File: src/rtl/pipeline_stall_controller_pkg.sv
// Shared definitions for the pipeline stall controller: register-address width,
// divider defaults and the divider scoreboard state type.
package pipeline_stall_controller_pkg;

  localparam int unsigned REGISTER_FILE_ADDRESS_WIDTH = 5;
  localparam int unsigned DIV_LATENCY_DEFAULT         = 8;
  // Wide enough for DIV_LATENCY-1 at the maximum legal latency of 64.
  localparam int unsigned DIV_CNT_WIDTH               = 6;

  typedef logic [REGISTER_FILE_ADDRESS_WIDTH-1:0] reg_addr_t;

  typedef enum logic {
    IDLE = 1'b0,
    BUSY = 1'b1
  } div_state_e;

endpackage

File: src/rtl/pipeline_stall_controller_if.sv
// Decode-side hazard inputs and hold/flush/scoreboard outputs of the stall controller.
interface pipeline_stall_controller_if #(
  parameter int unsigned STALL_CNT_WIDTH = 32
);
  import pipeline_stall_controller_pkg::*;

  logic                       idex_ctrl_mem_r;
  reg_addr_t                  idex_rd;
  logic                       idex_div_valid;
  logic                       idex_branch_taken;
  reg_addr_t                  ifid_rs1;
  reg_addr_t                  ifid_rs2;
  reg_addr_t                  ifid_rd;
  logic                       ifid_is_div;

  logic                       pc_hold;
  logic                       ifid_hold;
  logic                       ctrl_hold;
  logic                       ifid_flush;
  logic                       idex_flush;
  logic                       div_busy;
  reg_addr_t                  div_rd;
  logic                       div_wb_en;
  logic                       div_overlap_err;
  logic [STALL_CNT_WIDTH-1:0] stall_cycles;

  modport master (
    output idex_ctrl_mem_r, idex_rd, idex_div_valid, idex_branch_taken,
           ifid_rs1, ifid_rs2, ifid_rd, ifid_is_div,
    input  pc_hold, ifid_hold, ctrl_hold, ifid_flush, idex_flush,
           div_busy, div_rd, div_wb_en, div_overlap_err, stall_cycles
  );

  modport slave (
    input  idex_ctrl_mem_r, idex_rd, idex_div_valid, idex_branch_taken,
           ifid_rs1, ifid_rs2, ifid_rd, ifid_is_div,
    output pc_hold, ifid_hold, ctrl_hold, ifid_flush, idex_flush,
           div_busy, div_rd, div_wb_en, div_overlap_err, stall_cycles
  );

endinterface

File: src/rtl/pipeline_stall_controller_div_scoreboard.sv
// Tracks the single in-flight fixed-latency divide: busy window, destination
// register, write-back pulse and the sticky overlapping-issue error.
module pipeline_stall_controller_div_scoreboard
  import pipeline_stall_controller_pkg::*;
#(
  parameter int unsigned DIV_LATENCY = DIV_LATENCY_DEFAULT
) (
  input  logic      clk,
  input  logic      rst_n,
  input  logic      div_valid_i,
  input  logic      branch_taken_i,
  input  reg_addr_t issue_rd_i,
  output logic      div_busy_o,
  output reg_addr_t div_rd_o,
  output logic      div_wb_en_o,
  output logic      overlap_err_o
);

  div_state_e               state_q, state_d;
  logic [DIV_CNT_WIDTH-1:0] cnt_q, cnt_d;
  reg_addr_t                rd_q, rd_d;
  logic                     err_q, err_d;
  logic                     last_cycle;

  always_ff @(posedge clk) begin
    if (!rst_n) begin
      state_q <= IDLE;
      cnt_q   <= '0;
      rd_q    <= '0;
      err_q   <= 1'b0;
    end else begin
      state_q <= state_d;
      cnt_q   <= cnt_d;
      rd_q    <= rd_d;
      err_q   <= err_d;
    end
  end

  always_comb begin
    state_d    = state_q;
    cnt_d      = cnt_q;
    rd_d       = rd_q;
    last_cycle = (cnt_q == DIV_CNT_WIDTH'(1));
    // An issue attempt while busy is dropped; only the error is recorded.
    err_d      = err_q | (div_valid_i & (state_q == BUSY));
    case (state_q)
      IDLE: begin
        if (div_valid_i && !branch_taken_i) begin
          state_d = BUSY;
          cnt_d   = DIV_CNT_WIDTH'(DIV_LATENCY - 1);
          rd_d    = issue_rd_i;
        end
      end
      BUSY: begin
        cnt_d = cnt_q - DIV_CNT_WIDTH'(1);
        if (last_cycle) state_d = IDLE;
      end
      default: state_d = IDLE;
    endcase
  end

  always_comb begin
    div_busy_o    = (state_q == BUSY);
    div_wb_en_o   = (state_q == BUSY) && (cnt_q == DIV_CNT_WIDTH'(1));
    div_rd_o      = rd_q;
    overlap_err_o = err_q;
  end

endmodule

File: src/rtl/pipeline_stall_controller.sv
// Decode-stage hold/flush sequencer: load-use and divider hazards produce holds,
// a taken branch flushes IF/ID and ID/EX, and held cycles are counted.
module pipeline_stall_controller
  import pipeline_stall_controller_pkg::*;
#(
  parameter int unsigned DIV_LATENCY     = DIV_LATENCY_DEFAULT,
  parameter int unsigned STALL_CNT_WIDTH = 32
) (
  input  logic                        clk,
  input  logic                        rst_n,
  pipeline_stall_controller_if.slave  bus
);

  logic                       div_busy;
  reg_addr_t                  div_rd;
  logic                       div_wb_en;
  logic                       div_overlap_err;
  logic                       load_use, div_raw, div_struct, stall, hold;
  logic [STALL_CNT_WIDTH-1:0] stall_cnt_q, stall_cnt_d;

  pipeline_stall_controller_div_scoreboard #(
    .DIV_LATENCY (DIV_LATENCY)
  ) u_div_scoreboard (
    .clk            (clk),
    .rst_n          (rst_n),
    .div_valid_i    (bus.idex_div_valid),
    .branch_taken_i (bus.idex_branch_taken),
    .issue_rd_i     (bus.idex_rd),
    .div_busy_o     (div_busy),
    .div_rd_o       (div_rd),
    .div_wb_en_o    (div_wb_en),
    .overlap_err_o  (div_overlap_err)
  );

  always_comb begin
    load_use   = bus.idex_ctrl_mem_r && (bus.idex_rd != '0) &&
                 ((bus.idex_rd == bus.ifid_rs1) || (bus.idex_rd == bus.ifid_rs2));
    // Destination match covers WAW against the in-flight divide.
    div_raw    = div_busy && (div_rd != '0) &&
                 ((div_rd == bus.ifid_rs1) || (div_rd == bus.ifid_rs2) ||
                  (div_rd == bus.ifid_rd));
    div_struct = div_busy && bus.ifid_is_div;
    stall      = load_use || div_raw || div_struct;
    hold       = stall && !bus.idex_branch_taken;
  end

  always_comb begin
    stall_cnt_d = stall_cnt_q;
    if (hold && (stall_cnt_q != '1)) stall_cnt_d = stall_cnt_q + STALL_CNT_WIDTH'(1);
  end

  always_ff @(posedge clk) begin
    if (!rst_n) stall_cnt_q <= '0;
    else        stall_cnt_q <= stall_cnt_d;
  end

  assign bus.pc_hold         = hold;
  assign bus.ifid_hold       = hold;
  assign bus.ctrl_hold       = hold;
  assign bus.ifid_flush      = bus.idex_branch_taken;
  assign bus.idex_flush      = bus.idex_branch_taken;
  assign bus.div_busy        = div_busy;
  assign bus.div_rd          = div_rd;
  assign bus.div_wb_en       = div_wb_en;
  assign bus.div_overlap_err = div_overlap_err;
  assign bus.stall_cycles    = stall_cnt_q;

endmodule

File: src/flat_wrapper.sv
// flat-port wrapper written by rule: the top's interface ports become plain ports
module pipeline_stall_controller_flat import pipeline_stall_controller_pkg::*;
#(
  parameter int unsigned DIV_LATENCY     = DIV_LATENCY_DEFAULT,
  parameter int unsigned STALL_CNT_WIDTH = 32
)
  (clk, rst_n, bus_idex_ctrl_mem_r, bus_idex_rd, bus_idex_div_valid, bus_idex_branch_taken, bus_ifid_rs1, bus_ifid_rs2, bus_ifid_rd, bus_ifid_is_div, bus_pc_hold, bus_ifid_hold, bus_ctrl_hold, bus_ifid_flush, bus_idex_flush, bus_div_busy, bus_div_rd, bus_div_wb_en, bus_div_overlap_err, bus_stall_cycles);
  pipeline_stall_controller_if #(.STALL_CNT_WIDTH(STALL_CNT_WIDTH)) bus_i ();
  input  logic clk;
  input  logic rst_n;
  input wire logic [$bits(bus_i.idex_ctrl_mem_r)-1:0] bus_idex_ctrl_mem_r;
  input wire logic [$bits(bus_i.idex_rd)-1:0] bus_idex_rd;
  input wire logic [$bits(bus_i.idex_div_valid)-1:0] bus_idex_div_valid;
  input wire logic [$bits(bus_i.idex_branch_taken)-1:0] bus_idex_branch_taken;
  input wire logic [$bits(bus_i.ifid_rs1)-1:0] bus_ifid_rs1;
  input wire logic [$bits(bus_i.ifid_rs2)-1:0] bus_ifid_rs2;
  input wire logic [$bits(bus_i.ifid_rd)-1:0] bus_ifid_rd;
  input wire logic [$bits(bus_i.ifid_is_div)-1:0] bus_ifid_is_div;
  output wire logic [$bits(bus_i.pc_hold)-1:0] bus_pc_hold;
  output wire logic [$bits(bus_i.ifid_hold)-1:0] bus_ifid_hold;
  output wire logic [$bits(bus_i.ctrl_hold)-1:0] bus_ctrl_hold;
  output wire logic [$bits(bus_i.ifid_flush)-1:0] bus_ifid_flush;
  output wire logic [$bits(bus_i.idex_flush)-1:0] bus_idex_flush;
  output wire logic [$bits(bus_i.div_busy)-1:0] bus_div_busy;
  output wire logic [$bits(bus_i.div_rd)-1:0] bus_div_rd;
  output wire logic [$bits(bus_i.div_wb_en)-1:0] bus_div_wb_en;
  output wire logic [$bits(bus_i.div_overlap_err)-1:0] bus_div_overlap_err;
  output wire logic [$bits(bus_i.stall_cycles)-1:0] bus_stall_cycles;
  assign bus_i.idex_ctrl_mem_r = bus_idex_ctrl_mem_r;
  assign bus_i.idex_rd = bus_idex_rd;
  assign bus_i.idex_div_valid = bus_idex_div_valid;
  assign bus_i.idex_branch_taken = bus_idex_branch_taken;
  assign bus_i.ifid_rs1 = bus_ifid_rs1;
  assign bus_i.ifid_rs2 = bus_ifid_rs2;
  assign bus_i.ifid_rd = bus_ifid_rd;
  assign bus_i.ifid_is_div = bus_ifid_is_div;
  assign bus_pc_hold = bus_i.pc_hold;
  assign bus_ifid_hold = bus_i.ifid_hold;
  assign bus_ctrl_hold = bus_i.ctrl_hold;
  assign bus_ifid_flush = bus_i.ifid_flush;
  assign bus_idex_flush = bus_i.idex_flush;
  assign bus_div_busy = bus_i.div_busy;
  assign bus_div_rd = bus_i.div_rd;
  assign bus_div_wb_en = bus_i.div_wb_en;
  assign bus_div_overlap_err = bus_i.div_overlap_err;
  assign bus_stall_cycles = bus_i.stall_cycles;
  pipeline_stall_controller #(.DIV_LATENCY(DIV_LATENCY), .STALL_CNT_WIDTH(STALL_CNT_WIDTH)) u_core (.clk(clk), .rst_n(rst_n), .bus(bus_i));
endmodule
File: config.mk
export PLATFORM = sky130hd
export DESIGN_NAME = pipeline_stall_controller_flat
export DESIGN_NICKNAME = d
export VERILOG_FILES = /design/src/rtl/pipeline_stall_controller_pkg.sv /design/src/rtl/pipeline_stall_controller_if.sv /design/src/rtl/pipeline_stall_controller_div_scoreboard.sv /design/src/rtl/pipeline_stall_controller.sv /design/src/flat_wrapper.sv
export SDC_FILE = /design/constraint.sdc
export NUM_CORES = 1
export LEC_CHECK = 0
export CORE_MARGIN = 2
export CORE_UTILIZATION = 44
export CTS_CLUSTER_SIZE = 25
export DETAILED_ROUTE_END_ITERATION = 10
export PLACE_DENSITY = 0.78
export SLEW_MARGIN = 10
export SYNTH_ARGS = -nofsm -noshare
export SYNTH_HDL_FRONTEND = slang
export SYNTH_HIERARCHICAL = 1
export SYNTH_SLANG_ARGS = --single-unit
File: constraint.sdc
create_clock -name clk -period 3.2 [get_ports clk]
set_input_delay 0.96 -clock clk [delete_from_list [all_inputs] [get_ports clk]]
set_output_delay 0.96 -clock clk [all_outputs]
set_load 0.01 [all_outputs]
==> flow_summary.ini <==
[run_status]
status = complete, but fails checks
violations_in_the_final_reports = negative setup slack

[finish]
post_layout_nonfiller_instances = 461
antenna_diodes = 0
fillers = 519
final_core_util_pct = 60.8
syn2layout_area_growth_pct = 31.8
share_of_final_layout_standard_cells_stronger_than_drive_strength_1_pct = 16.8
layout.nets = 414
design_area_mm2 = 0.00364

[cts]
worst_skew_pair.late_latency_ps = 300
tritoncts = yes
cts_max_level = 2
cts_buffer_depth = 2
clkTransAtPathRegs_ps = 90
cts_buffers = 5
clock_sinks = 45
ctsRootBufferMaster = sky130_fd_sc_hd__clkbuf_8

[synthesis]
postSynth.topFlopCell = sky130_fd_sc_hd__dfxtp_1
netlist-cell-type-count = 50
synth.mux.area_fraction_pct = 6.52
yosysTopAreaCellShare_pct = 32.6
largest_family_of_logic_cells_by_synthesized_area = simple AND/OR/NAND/NOR gates
synth_area_mm2 = 0.00276
synth_common_cells = sky130_fd_sc_hd__dfxtp_1 (45), sky130_fd_sc_hd__nand2_1 (31), sky130_fd_sc_hd__xnor2_1 (22), sky130_fd_sc_hd__nand2b_1 (20), sky130_fd_sc_hd__mux2i_1 (18)
synth-compound-area-share_pct = 13.6
yosysSeqAreaShare_pct = 32.6
synth.most_common_cell = sky130_fd_sc_hd__dfxtp_1
synthCells = 315
total_of_flip_flops_plus_latches_after_synthesis = 45
syn-num-nets = 344
synthTopCellsByArea = sky130_fd_sc_hd__dfxtp_1 (33%), sky130_fd_sc_hd__xnor2_1 (7.0%), sky130_fd_sc_hd__mux2i_1 (6.5%), sky130_fd_sc_hd__nand2b_1 (4.5%), sky130_fd_sc_hd__nand2_1 (4.2%)
synthAdderAreaFrac_pct = 1.36
async_reset_ff_share_pct = 0
synthDominantAreaCellType = sky130_fd_sc_hd__dfxtp_1
synth-edff-count = 0
avgSynthCellArea_um2 = 8.77
synth_simple_gate_area_share_pct = 31.7
xor_xnor_portion_of_the_synthesized_cell_area_pct = 7.92
synth.yosys.warnings = 6

[worst_setup_path]
critical_path_peak_fanout = 3
criticalPathCategory = in -> out
timing.reg2reg.setup_slack_ps = 680
r2r_end = u_core/bus.stall_cycles[8]$_SDFFE_PN0P_
cp_data_arrival_time_ps = 2240
crit_required_ps = 2240
cp-start-kind = input pin
crit_path_end_kind = output port
r2r.worst_path.cells = 7
regToRegStartpoint = u_core/u_div_scoreboard/div_rd_o[1]$_SDFFE_PN0P_

[timing]
finalMaxSlewViolations = 0
fin_skew_ps = 10.3
setup_viol = 3
final-hold-violation-count = 0
achievable-frequency_mhz = 312
final.setup.worst_slack_ps = -2.22
timing.final.crit_share_pct = 100
grt_setup_unrepaired = yes
normalized_max_slew_margin_pct = 69.8
tightestPinTransition_ps = 453
whs_ps = 490
clock_period_minus_worst_slack_ps = 3200

[die]
initial_utilization_pct = 46.1
core.rowCount = 28
die_w_um = 83.3
boundaryPins = 71
die_area_mm2 = 0.00693
core_mm2 = 0.00599
die_height_um = 83.3

[worst_hold_path]
hp-start = u_core/bus.stall_cycles[3]$_SDFFE_PN0P_
holdPathEnd = u_core/bus.stall_cycles[3]$_SDFFE_PN0P_
hold_path.class = reg -> reg
timing.hold.worst_path_depth = 2

[flow_run]
cap_viol_max_count = 0

[route]
drt_drc_violations_left = 0
wl_per_cell_um = 15.0
total_detailed_routing_wirelength_um = 6900
drt_iter0_drc = 164
final_antenna_net_count = 0
drt_pre_antenna_iters = 4
detailroute.via_count = 2613
vias_per_cell = 5.67

[placed_design]
placed_cells_incl_taps = 453
hpwlAfterDp_um = 4900
dpl-instance-area_mm2 = 0.00353
weighted_congestion_reported_at_the_end_of_routability_driven_placement = 0.913
port-buffer-count = 70

[power_and_ir_drop]
worst_ir_drop_vdd_uv = 195
p_leak_nw = 1.26
power.density_mw_per_mm2 = 352

[grt]
grt.overflow.total = 0
maximum_number_of_pins_on_one_net_before_global_route_repair = 52
grt_pass1_vias = 2418
grt_pass1_wl_um = 11300
track_usage_pct = 19.4
grt_antenna_before_repair = 0
-- routing by layer --
layer | up-vias | global-route usage, % | wire (µm)
li1 | 1306 | - | -
met1 | 1225 | 25.4 | 3080
met2 | 74 | 32.0 | 3350
met3 | 8 | 4.17 | 395
met4 | 0 | 5.51 | 72
met5 | - | 0 | 0
-- report_power, final --
group	leakage (nW)	internal (mW)	total (mW)	switching, mW
Combinational	0.831	0.0954	0.186	0.0906
Sequential	0.364	0.572	0.591	0.0189
Clock	0.0681	0.310	0.507	0.197
Total	1.26	0.977	1.28	0.306
-- layout make-up --
class | count | area [µm²] | area share (%)
Clock buffer | 5 | 68.8 | 1.89
Clock inverter | 3 | 65.1 | 1.79
Inverter | 8 | 32.5 | 0.893
Multi-Input combinational cell | 240 | 1740 | 47.7
Sequential cell | 45 | 901 | 24.7
Tap cell | 75 | 93.8 | 2.58
Timing Repair Buffer | 85 | 743 | 20.4
-- sequential cells by signal, indices dropped and copies added, names as in the netlist --
signal and cells:
u_core/u_div_scoreboard/div_rd_o 5, u_core/u_div_scoreboard/cnt_q 6, u_core/u_div_scoreboard/div_busy_o 1, u_core/u_div_scoreboard/overlap_err_o 1
u_core/bus.stall_cycles 32
-- layout by cell type (no fill, tap or decap), types with 8 or more instances in the layout --
master,instances
sky130_fd_sc_hd__a21oi_1,12
sky130_fd_sc_hd__buf_4,16
sky130_fd_sc_hd__clkbuf_2,11
sky130_fd_sc_hd__clkdlybuf4s50_1,46
sky130_fd_sc_hd__dfxtp_1,45
sky130_fd_sc_hd__mux2i_1,18
sky130_fd_sc_hd__nand2_1,31
sky130_fd_sc_hd__nand2b_1,20
sky130_fd_sc_hd__nand3_1,12
sky130_fd_sc_hd__nand4_1,14
sky130_fd_sc_hd__o21ai_0,8
sky130_fd_sc_hd__xnor2_1,21
-- worst max-delay path by stage --
stage,startpoint,end,slack (ps),depth (start not counted)
6_report,bus_ifid_rs1[3],bus_ifid_hold,-2,7
2_1_floorplan,bus_idex_rd[1],bus_ifid_hold,-100,7
3_3_place_gp,bus_idex_rd[3],bus_ctrl_hold,-700,6
3_5_place_dp,bus_ifid_rs2[4],bus_ifid_hold,-740,8
4_1_cts,bus_idex_rd[2],bus_ifid_hold,0.3,6
5_1_grt,bus_ifid_rs1[3],bus_ctrl_hold,-40,7
-- stage by stage --
step	setup slack (ps)	total power, mW	setup TNS [ps]
final	-2.22	1.28	-4.80
after global routing	-44.2	1.34	-131
after CTS	0.256	1.30	0
after detailed placement	-745	0.790	-6140
after global placement	-705	0.784	-4070
after floorplan	-96.4	0.710	-193
-- critical path, stage by stage --
cell and delay [ps]:
sky130_fd_sc_hd__clkbuf_2 100, sky130_fd_sc_hd__xor2_1 170, sky130_fd_sc_hd__nor3_2 260, sky130_fd_sc_hd__a31oi_2 140
sky130_fd_sc_hd__o311a_4 430, sky130_fd_sc_hd__inv_4 80, sky130_fd_sc_hd__buf_6 100
-- kinds of logic (layout without fill, tap and decap cells) --
group / Yosys count / after routing
flops: 45 / 45
mux: 18 / 18
fa+ha+maj: 3 / 3
simple gates: 142 / 142
buf+inv: 30 / 101
xor+xnor: 25 / 25
compound gates: 52 / 52
-- timing repair --
action | CTS | global route
endpoints found under the hold margin | 0 | 0
resized for setup | 57 | 26
cloned | 0 | 0
buffers inserted | 0 | 0
pin swaps | 19 | 20
endpoints found under the setup margin | 3 | 3
hold buffers | 0 | 0
No activity file was read; power rests on OpenSTA's default activity.
